--- config.mk ---
export PLATFORM = sky130hd
export DESIGN_NAME = led_scan_driver_flat
export DESIGN_NICKNAME = d
export VERILOG_FILES = /design/src/rtl/led_scan_driver_if.sv /design/src/rtl/led_scan_driver.sv /design/src/flat_wrapper.sv
export SDC_FILE = /design/constraint.sdc
export NUM_CORES = 1
export LEC_CHECK = 0
export CORE_MARGIN = 5
export CORE_UTILIZATION = 30
export DETAILED_ROUTE_END_ITERATION = 12
export GPL_ROUTABILITY_DRIVEN = 0
export PLACE_DENSITY = 0.51
export SKIP_LAST_GASP = 1
export SLEW_MARGIN = 10
export SYNTH_ARGS = -nofsm -noshare
export SYNTH_HDL_FRONTEND = slang
export SYNTH_SLANG_ARGS = --single-unit
--- constraint.sdc ---
create_clock -name clk -period 2.16 [get_ports clk]
set_clock_uncertainty 0.1 [all_clocks]
set_input_delay 0.216 -clock clk [delete_from_list [all_inputs] [get_ports clk]]
set_output_delay 0.216 -clock clk [all_outputs]
set_load 0.05 [all_outputs]
--- src/rtl/led_scan_driver_if.sv ---
// Pixel frames, run request and row/column drive outputs of the LED scan driver.
interface led_scan_driver_if;
  logic            enable;
  logic [7:0][7:0] red_pixels;
  logic [7:0][7:0] grn_pixels;
  logic [7:0]      row_sink;
  logic [7:0]      red;
  logic [7:0]      green;
  logic            frame_done;
  logic [7:0]      frame_count;

  modport master (
    output enable, red_pixels, grn_pixels,
    input  row_sink, red, green, frame_done, frame_count
  );

  modport slave (
    input  enable, red_pixels, grn_pixels,
    output row_sink, red, green, frame_done, frame_count
  );
endinterface

--- src/rtl/led_scan_driver.sv ---
// 8x8 bi-colour LED matrix scanner: per frame, latch a shadow copy of the pixels,
// then for each row emit BLANK dark cycles followed by DWELL cycles of drive.
module led_scan_driver #(
  parameter int unsigned DWELL = 16,
  parameter int unsigned BLANK = 2
) (
  input logic              clk,
  input logic              reset,
  led_scan_driver_if.slave bus
);
  localparam int unsigned CMAX = (DWELL > BLANK) ? DWELL : BLANK;
  localparam int unsigned CW   = $clog2(CMAX + 1);

  typedef enum logic [1:0] {ST_IDLE, ST_LOAD, ST_BLANK, ST_DRIVE} state_t;

  state_t          state;
  logic [2:0]      row;
  logic [CW-1:0]   cnt;
  logic [7:0][7:0] shadow_red;
  logic [7:0][7:0] shadow_grn;

  // Outputs are registered alongside the state, set up on the edge entering each state.
  always_ff @(posedge clk) begin
    if (reset) begin
      state           <= ST_IDLE;
      row             <= '0;
      cnt             <= '0;
      shadow_red      <= '0;
      shadow_grn      <= '0;
      bus.row_sink    <= '1;
      bus.red         <= '0;
      bus.green       <= '0;
      bus.frame_done  <= 1'b0;
      bus.frame_count <= '0;
    end else begin
      bus.frame_done <= 1'b0;
      case (state)
        ST_IDLE: begin
          cnt <= '0;
          if (bus.enable) state <= ST_LOAD;
        end
        ST_LOAD: begin
          shadow_red <= bus.red_pixels;
          shadow_grn <= bus.grn_pixels;
          row        <= '0;
          cnt        <= '0;
          state      <= ST_BLANK;
        end
        ST_BLANK: begin
          if (cnt == CW'(BLANK - 1)) begin
            cnt          <= '0;
            state        <= ST_DRIVE;
            bus.row_sink <= ~(8'd1 << row);
            bus.red      <= shadow_red[row];
            bus.green    <= shadow_grn[row];
          end else begin
            cnt <= cnt + 1'b1;
          end
        end
        ST_DRIVE: begin
          if (cnt == CW'(DWELL - 1)) begin
            cnt          <= '0;
            bus.row_sink <= '1;
            bus.red      <= '0;
            bus.green    <= '0;
            if (row == 3'd7) begin
              row             <= '0;
              bus.frame_done  <= 1'b1;
              bus.frame_count <= bus.frame_count + 8'd1;
              state           <= bus.enable ? ST_LOAD : ST_IDLE;
            end else begin
              row   <= row + 3'd1;
              state <= ST_BLANK;
            end
          end else begin
            cnt <= cnt + 1'b1;
          end
        end
        default: state <= ST_IDLE;
      endcase
    end
  end
endmodule

--- src/flat_wrapper.sv ---
// flat-port wrapper written by rule: the top's interface ports become plain ports
module led_scan_driver_flat 
#(
  parameter int unsigned DWELL = 16,
  parameter int unsigned BLANK = 2
)
  (clk, reset, bus_enable, bus_red_pixels, bus_grn_pixels, bus_row_sink, bus_red, bus_green, bus_frame_done, bus_frame_count);
  led_scan_driver_if bus_i ();
  input logic clk;
  input logic reset;
  input wire logic [$bits(bus_i.enable)-1:0] bus_enable;
  input wire logic [$bits(bus_i.red_pixels)-1:0] bus_red_pixels;
  input wire logic [$bits(bus_i.grn_pixels)-1:0] bus_grn_pixels;
  output wire logic [$bits(bus_i.row_sink)-1:0] bus_row_sink;
  output wire logic [$bits(bus_i.red)-1:0] bus_red;
  output wire logic [$bits(bus_i.green)-1:0] bus_green;
  output wire logic [$bits(bus_i.frame_done)-1:0] bus_frame_done;
  output wire logic [$bits(bus_i.frame_count)-1:0] bus_frame_count;
  assign bus_i.enable = bus_enable;
  assign bus_i.red_pixels = bus_red_pixels;
  assign bus_i.grn_pixels = bus_grn_pixels;
  assign bus_row_sink = bus_i.row_sink;
  assign bus_red = bus_i.red;
  assign bus_green = bus_i.green;
  assign bus_frame_done = bus_i.frame_done;
  assign bus_frame_count = bus_i.frame_count;
  led_scan_driver #(.DWELL(DWELL), .BLANK(BLANK)) u_core (.clk(clk), .reset(reset), .bus(bus_i));
endmodule
==> impl_metrics.py, run 1 <==
metrics = {
    "routing": {
        "drt_first_iter_violations": 333,
        "wl_per_cell_um": 16.1,
        "vias": 5917,
        "ant_nets": 0,
        "viasPerCell": 4.66,
        "drcViolationCount": 0,
        "wl_mm": 20.5,
        "firstDrtPassIters": 6,
    },
    "cells_and_area": {
        "final_cells": 1270,
        "multi_input_area_mm2": 0.00334,
        "final_common_cell": "nand2_1",
        "fill_cells": 2357,
        "diodes": 0,
        "nets": 1081,
        "regArea_mm2": 0.00343,
        "final_cell_mix": "263 x nand2_1, 169 x dfxtp_1, 160 x clkdlybuf4s50_1",
        "drive_above_1_share": 0.104,
        "area.growth.synth_to_final_pct": 36.5,
    },
    "yosys": {
        "ys_warn_count": 0,
        "synth_top_family_by_area": "simple AND/OR/NAND/NOR gates",
        "synth_compound_area_frac": 0.139,
        "ys_async_sr_fraction": 0,
        "syn_area_per_cell_um2": 8.88,
        "yosys.area_share.simple": 0.195,
        "synth_nets": 937,
        "yosysSeqAreaShare": 0.485,
        "synth_edf_count": 0,
        "synth_mux_area_frac": 0.107,
        "netlist_instances": 795,
        "synth_fa_ha_area_frac": 0.0195,
        "synth_top_flop_cell": "dfxtp_1",
        "synth_seq_cells": 171,
        "synth_area_mm2": 0.00706,
        "ys_types": 37,
        "synthXorXnorAreaFrac": 0.00993,
    },
    "critical_path": {
        "path_buf_inv": 1,
        "worstPathArrival_ns": 1.71,
        "critPathRequiredTime_ns": 1.84,
        "critical_path_class": "reg2out",
        "cp-start-kind": "flop",
        "crit_slowest_cell": "clkdlybuf4s50_1",
        "critical_path.max_stage_delay_ns": 0.85,
        "cp_cell_sequence": "clkdlybuf4s50_1",
        "cp_max_fo": 7,
        "cp-end-kind": "output pin",
        "critical_path.top_delay_family": "buffers and inverters",
    },
    "global_routing": {
        "grt_pass1_wl_mm": 32.2,
        "busiest_layer": "met2",
        "antenna_found_initial": 0,
        "track_usage": 0.153,
        "overflow": 0,
        "grt_use_met2": 0.239,
        "first_global_vias": 5919,
        "grt_max_degree": 76,
        "grt_use_met3": 0.0278,
        "grt_use_met1": 0.216,
    },
    "timing": {
        "hold_viol_final": 0,
        "max-slew-margin-rel": 0.455,
        "tightestPinTransition_ns": 0.817,
        "fin_hold_ws_ns": 0.0415,
        "fin_setup_tns_ns": 0,
        "drv_slew": 0,
        "finalCritPeriodShare": 0.937,
        "finalCriticalPeriod_ns": 2.02,
        "fmax_ghz": 0.494,
        "setup_viol": 0,
        "rsz0062_at_grt": "yes",
    },
    "run": {
        "maxCapViolCount": 0,
    },
    "floorplanning": {
        "fp.coreArea_mm2": 0.0233,
        "num_rows": 56,
        "ioPinCount": 164,
        "start_util": 0.302,
        "die_area_mm2": 0.0267,
        "chipWidth_um": 163,
        "die_h_um": 163,
    },
    "placed_design": {
        "dp.final_hpwl_mm": 14.7,
        "dp_cells": 1238,
        "portBuffers": 163,
    },
    "worst_hold_path": {
        "min_path_type": "in2reg",
    },
    "clock_tree": {
        "clockBufferDepth": 2,
        "holdBufCountCts": 0,
        "cts_sinks": 171,
        "cts_made_buffers": 17,
        "worstSkewPairLatency_ns": 0.42,
        "htreeDepth": 4,
        "cts.reportedPaths.clkPinSlew_ns": 0.07,
        "clockRootBuffer": "clkbuf_16",
        "cts_tree": "done",
    },
    "power": {
        "power.total_uw": 6990,
        "peakVddDrop_v": 0.000347,
        "p_leak_uw": 0.00330,
        "power.density_mw_per_mm2": 726,
    },
    "run_status": {
        "status": "finished, final reports clean",
    },
}
registers in the layout, summed over array words and instances, names as in the netlist:
name,flops
u_core.state,2
u_core.bus.frame_count,8
u_core.row,3
u_core.bus.frame_done,1
u_core.shadow_red,64
u_core.bus.green,8
u_core.bus.red,8
u_core.bus.row_sink,8
u_core.cnt,5
u_core.shadow_grn,64
through the flow:
stage / instance area, um2 / utilization / setup WS (ns)
3_5_place_dp: 9060 / 0.388 / 0.0701
4_1_cts: 9610 / 0.412 / 0.0454
2_1_floorplan: 7060 / - / 0.235
5_1_grt: 9630 / 0.413 / -0.00414
3_3_place_gp: 9060 / 0.388 / 0.0827
6_report: 9630 / 0.413 / 0.135
worst paths after layout:
path	from	to	slack (ns)	cells after the start
worst min register to register	u_core.shadow_grn[53]	u_core.shadow_grn[53]	0.35	2
worst max register to register	u_core.cnt[0]	u_core.bus.row_sink[5]	0.14	8
worst min-delay path	reset	u_core.cnt[4]	0.04	3
worst max-delay path	u_core.bus.frame_count[3]	bus_frame_count[3]	0.14	1
synth_stat cells (all sizes together), types with 4 or more instances:
| master | number | area share |
|---|---|---|
| nand2 | 263 | 0.14 |
| dfxtp | 171 | 0.49 |
| a21oi | 137 | 0.099 |
| buf | 32 | 0.025 |
| mux4 | 32 | 0.10 |
| clkbuf | 31 | 0.017 |
| nor2b | 23 | 0.020 |
| nor2 | 17 | 0.0090 |
| a221o | 16 | 0.023 |
| ha | 11 | 0.020 |
| a211oi | 6 | 0.0064 |
| a31oi | 6 | 0.0053 |
| inv | 6 | 0.0032 |
| nor3 | 5 | 0.0035 |
| nand2b | 4 | 0.0035 |
| nand4 | 4 | 0.0035 |
| o21ai | 4 | 0.0028 |
| xnor2 | 4 | 0.0050 |
| xor2 | 4 | 0.0050 |
cell families (layout without fill, tap and decap cells):
logic type	Yosys count	after routing
XOR/XNOR	8	8
flip-flops	171	171
buffers and inverters	69	225
AO/OA/AOI/OAI	172	172
adder cells (fa/ha/maj)	11	11
AND/OR/NAND/NOR	329	329
multiplexers	35	35
timing repair:
item | in CTS | in global routing
setup buffers | 0 | 1
endpoints found under the setup margin | 0 | 27
hold endpoints to repair | 0 | 0
gates resized for setup | 0 | 2
final cells by class:
| class | count | share of cell area |
|---|---|---|
| Tap cell | 319 | 0.0415 |
| Clock inverter | 13 | 0.0120 |
| Timing Repair Buffer | 188 | 0.197 |
| Clock buffer | 18 | 0.0446 |
| Multi-Input combinational cell | 555 | 0.347 |
| Sequential cell | 171 | 0.356 |
| Inverter | 6 | 0.00234 |
worst register-to-register path, stage by stage, from the launching register on:
cell and delay [ns]:
dfxtp_1 0.34, ha_1 0.24, nand3_1 0.12, inv_1 0.05, ha_2 0.19, mux2_4 0.29
buf_4 0.17, and2_2 0.26, a31oi_1 0.18
power by group:
group | switching (uW) | internal [uW]
clock | 1290 | 1590
sequential | 71.5 | 3290
combinational | 355 | 403
total | 1720 | 5280
per-layer routing:
metal,part of all wire,wire length [um]
met5,0,0
met1,0.48,9900
met4,0.014,277
met3,0.040,827
met2,0.46,9490
Power figures use the tool's default switching activity.
==> inputs of run 2 (changes only) <==
--- a/config.mk
+++ b/config.mk
@@ -5,11 +5,11 @@
 export SDC_FILE = /design/constraint.sdc
 export NUM_CORES = 1
 export LEC_CHECK = 0
-export CORE_MARGIN = 5
+export ABC_AREA = 1
 export CORE_UTILIZATION = 30
 export DETAILED_ROUTE_END_ITERATION = 12
 export GPL_ROUTABILITY_DRIVEN = 0
-export PLACE_DENSITY = 0.51
+export PLACE_DENSITY = 0.5
 export SKIP_LAST_GASP = 1
 export SLEW_MARGIN = 10
 export SYNTH_ARGS = -nofsm -noshare
==> run 2 against run 1 <==
Cell count grew 21%. Die area shrank 2.2%. Synthesized cell count grew 33%.
==> impl_metrics.py, run 2 <==
metrics = {
    "placed_design": {
        "dp.final_hpwl_mm": 15.6,
        "portBuffers": 163,
    },
    "clock_tree": {
        "clockRootBuffer": "clkbuf_16",
        "cts_sinks": 171,
        "holdBufCountCts": 0,
        "clockBufferDepth": 2,
        "postCtsSetupBuffers": 0,
        "htreeDepth": 4,
        "worstSkewPairLatency_ns": 0.43,
        "cts_tree": "done",
        "cts.reportedPaths.clkPinSlew_ns": 0.07,
        "cts_made_buffers": 17,
        "ctsResizeCount": 0,
    },
    "critical_path": {
        "cp_cell_sequence": "clkdlybuf4s50_1",
        "cp-start-kind": "flop",
        "path_buf_inv": 1,
        "critical_path_class": "reg2out",
        "critical_path.max_stage_delay_ns": 0.83,
        "worstPathArrival_ns": 1.65,
        "crit_slowest_cell": "clkdlybuf4s50_1",
        "critPathRequiredTime_ns": 1.84,
        "critical_path.top_delay_family": "buffers and inverters",
        "cp_max_fo": 5,
        "cp-end-kind": "output pin",
    },
    "floorplanning": {
        "die_h_um": 162,
        "start_util": 0.304,
        "die_area_mm2": 0.0261,
        "fp.coreArea_mm2": 0.0251,
        "chipWidth_um": 162,
        "num_rows": 58,
        "ioPinCount": 164,
    },
    "timing": {
        "max-slew-margin-rel": 0.631,
        "fin_setup_tns_ns": 0,
        "finalCriticalPeriod_ns": 1.97,
        "rsz0062_at_grt": "no",
        "hold_viol_final": 0,
        "fmax_ghz": 0.508,
        "tightestPinTransition_ns": 0.552,
        "setup_viol": 0,
        "finalCritPeriodShare": 0.912,
        "drv_slew": 0,
    },
    "routing": {
        "firstDrtPassIters": 4,
        "vias": 6948,
        "ant_nets": 0,
        "drcViolationCount": 0,
        "wl_per_cell_um": 14.4,
        "wl_mm": 22.0,
        "drt_first_iter_violations": 382,
        "viasPerCell": 4.53,
    },
    "power": {
        "clkPwrFrac": 0.352,
        "power.density_mw_per_mm2": 827,
        "p_int_uw": 5800,
        "power.total_uw": 8310,
        "peakVddDrop_v": 0.000404,
        "p_switching_uw": 2510,
        "combPwrFrac": 0.197,
        "pwr-share-seq": 0.451,
        "p_leak_uw": 0.00402,
        "swShare": 0.302,
    },
    "yosys": {
        "yosysSeqAreaShare": 0.448,
        "ys_warn_count": 0,
        "synth_nets": 1202,
        "ys_types": 30,
        "synth_mux_area_frac": 0,
        "syn_area_per_cell_um2": 7.21,
        "synth_top_area_frac": 0.448,
        "netlist_instances": 1060,
        "synth_top_family_by_area": "simple AND/OR/NAND/NOR gates",
        "synth_top_flop_cell": "dfxtp_1",
        "synthTopCellsByArea": "dfxtp_1 45%, a21oi_1 9.2%, nand2_1 8.7%",
        "yosysMostFrequentCell": "nand2_1",
        "synth_top_area_cell": "dfxtp_1",
        "synth_fa_ha_area_frac": 0.0180,
        "synth_area_mm2": 0.00764,
        "synth_common_cells": "177 x nand2_1, 171 x dfxtp_1, 140 x a21oi_1, 138 x inv_1, 114 x nand3_1",
        "synth_edf_count": 0,
        "synth_seq_cells": 171,
        "synthXorXnorAreaFrac": 0.00229,
        "yosys.area_share.simple": 0.213,
        "synth_compound_area_frac": 0.187,
        "ys_async_sr_fraction": 0,
    },
    "global_routing": {
        "track_usage": 0.172,
        "grt_max_degree": 79,
        "antenna_found_initial": 1,
        "overflow": 0,
        "grt_pass1_wl_mm": 35.1,
        "first_global_vias": 6487,
    },
    "cells_and_area": {
        "final_common_cell": "nand2_1",
        "top_regs": "u_core.shadow_grn: 64 flops, u_core.shadow_red: 64 flops",
        "final_cell_mix": "177 x nand2_1, 169 x dfxtp_1, 163 x clkdlybuf4s50_1",
        "area.growth.synth_to_final_pct": 31.5,
        "drive_above_1_share": 0.0615,
        "fill_cells": 2679,
        "nets": 1333,
        "final_util": 0.400,
    },
    "run_status": {
        "status": "finished, final reports clean",
    },
    "run": {
        "maxCapViolCount": 0,
    },
    "worst_hold_path": {
        "min_path_type": "in2reg",
    },
}
==> run 2: changes by cell type in the layout (fill, tap and decap cells not counted), sizes merged, moves of 23 or more <==
cell,delta
inv,+144
mux4,-32
nand2,-83
nand3,+111
nor2,+57
nor2b,-23
o21ai,+137
==> run 2: power groups by stage <==
stage	Clock (uW)	Combinational, uW	Sequential, uW
floorplan	0	1150	3820
global placement	0	1650	3810
detailed placement	0	1670	3820
CTS	3000	1670	3750
global route	3140	1870	3790
finish	2920	1640	3750
==> run 2: metrics by stage <==
stage	cells	instance area (um2)	worst slack (ns)	hold slack, ns
2_1_floorplan	1060	7640	0.375	0.251
3_3_place_gp	1502	9490	0.178	0.337
3_5_place_dp	1502	9490	0.129	0.342
4_1_cts	1534	10000	0.0973	0.270
5_1_grt	1535	10000	0.0496	0.283
6_report	1535	10000	0.190	0.282
==> run 2: final timing paths <==
check,start,endpoint,slack (ns),cells past startpoint
max,u_core.bus.frame_count[0],bus_frame_count[0],0.19,1
min,bus_red_pixels[32],u_core.shadow_red[32],0.28,3
max reg2reg,u_core.cnt[0],u_core.bus.green[6],0.26,11
min reg2reg,u_core.shadow_red[16],u_core.shadow_red[16],0.35,2
==> run 2: layer usage <==
layer	wire length [um]	global-route usage	vias to the layer above
met5	0	0	-
met4	307	0.0485	0
met3	888	0.0347	18
met2	9590	0.262	135
met1	11300	0.244	3113
li1	-	-	3682
==> run 2: area by class of cell <==
cell class,instances,area [um2],area share
antenna,1,2.50,0.000249
clock buffer,17,425,0.0423
clock inverter,15,129,0.0128
inverter,146,558,0.0555
multi-input combinational,670,3210,0.320
sequential,171,3430,0.341
tap,330,413,0.0411
timing repair buffer,185,1880,0.188
==> run 2: cell families after synthesis <==
kind of cell / after synthesis
xor gates and xnor gates: 2
adders and majority gates: 11
and+or+nand+nor: 373
AOI/OAI and AO/OA: 284
buffers and inverters: 219
DFF: 171
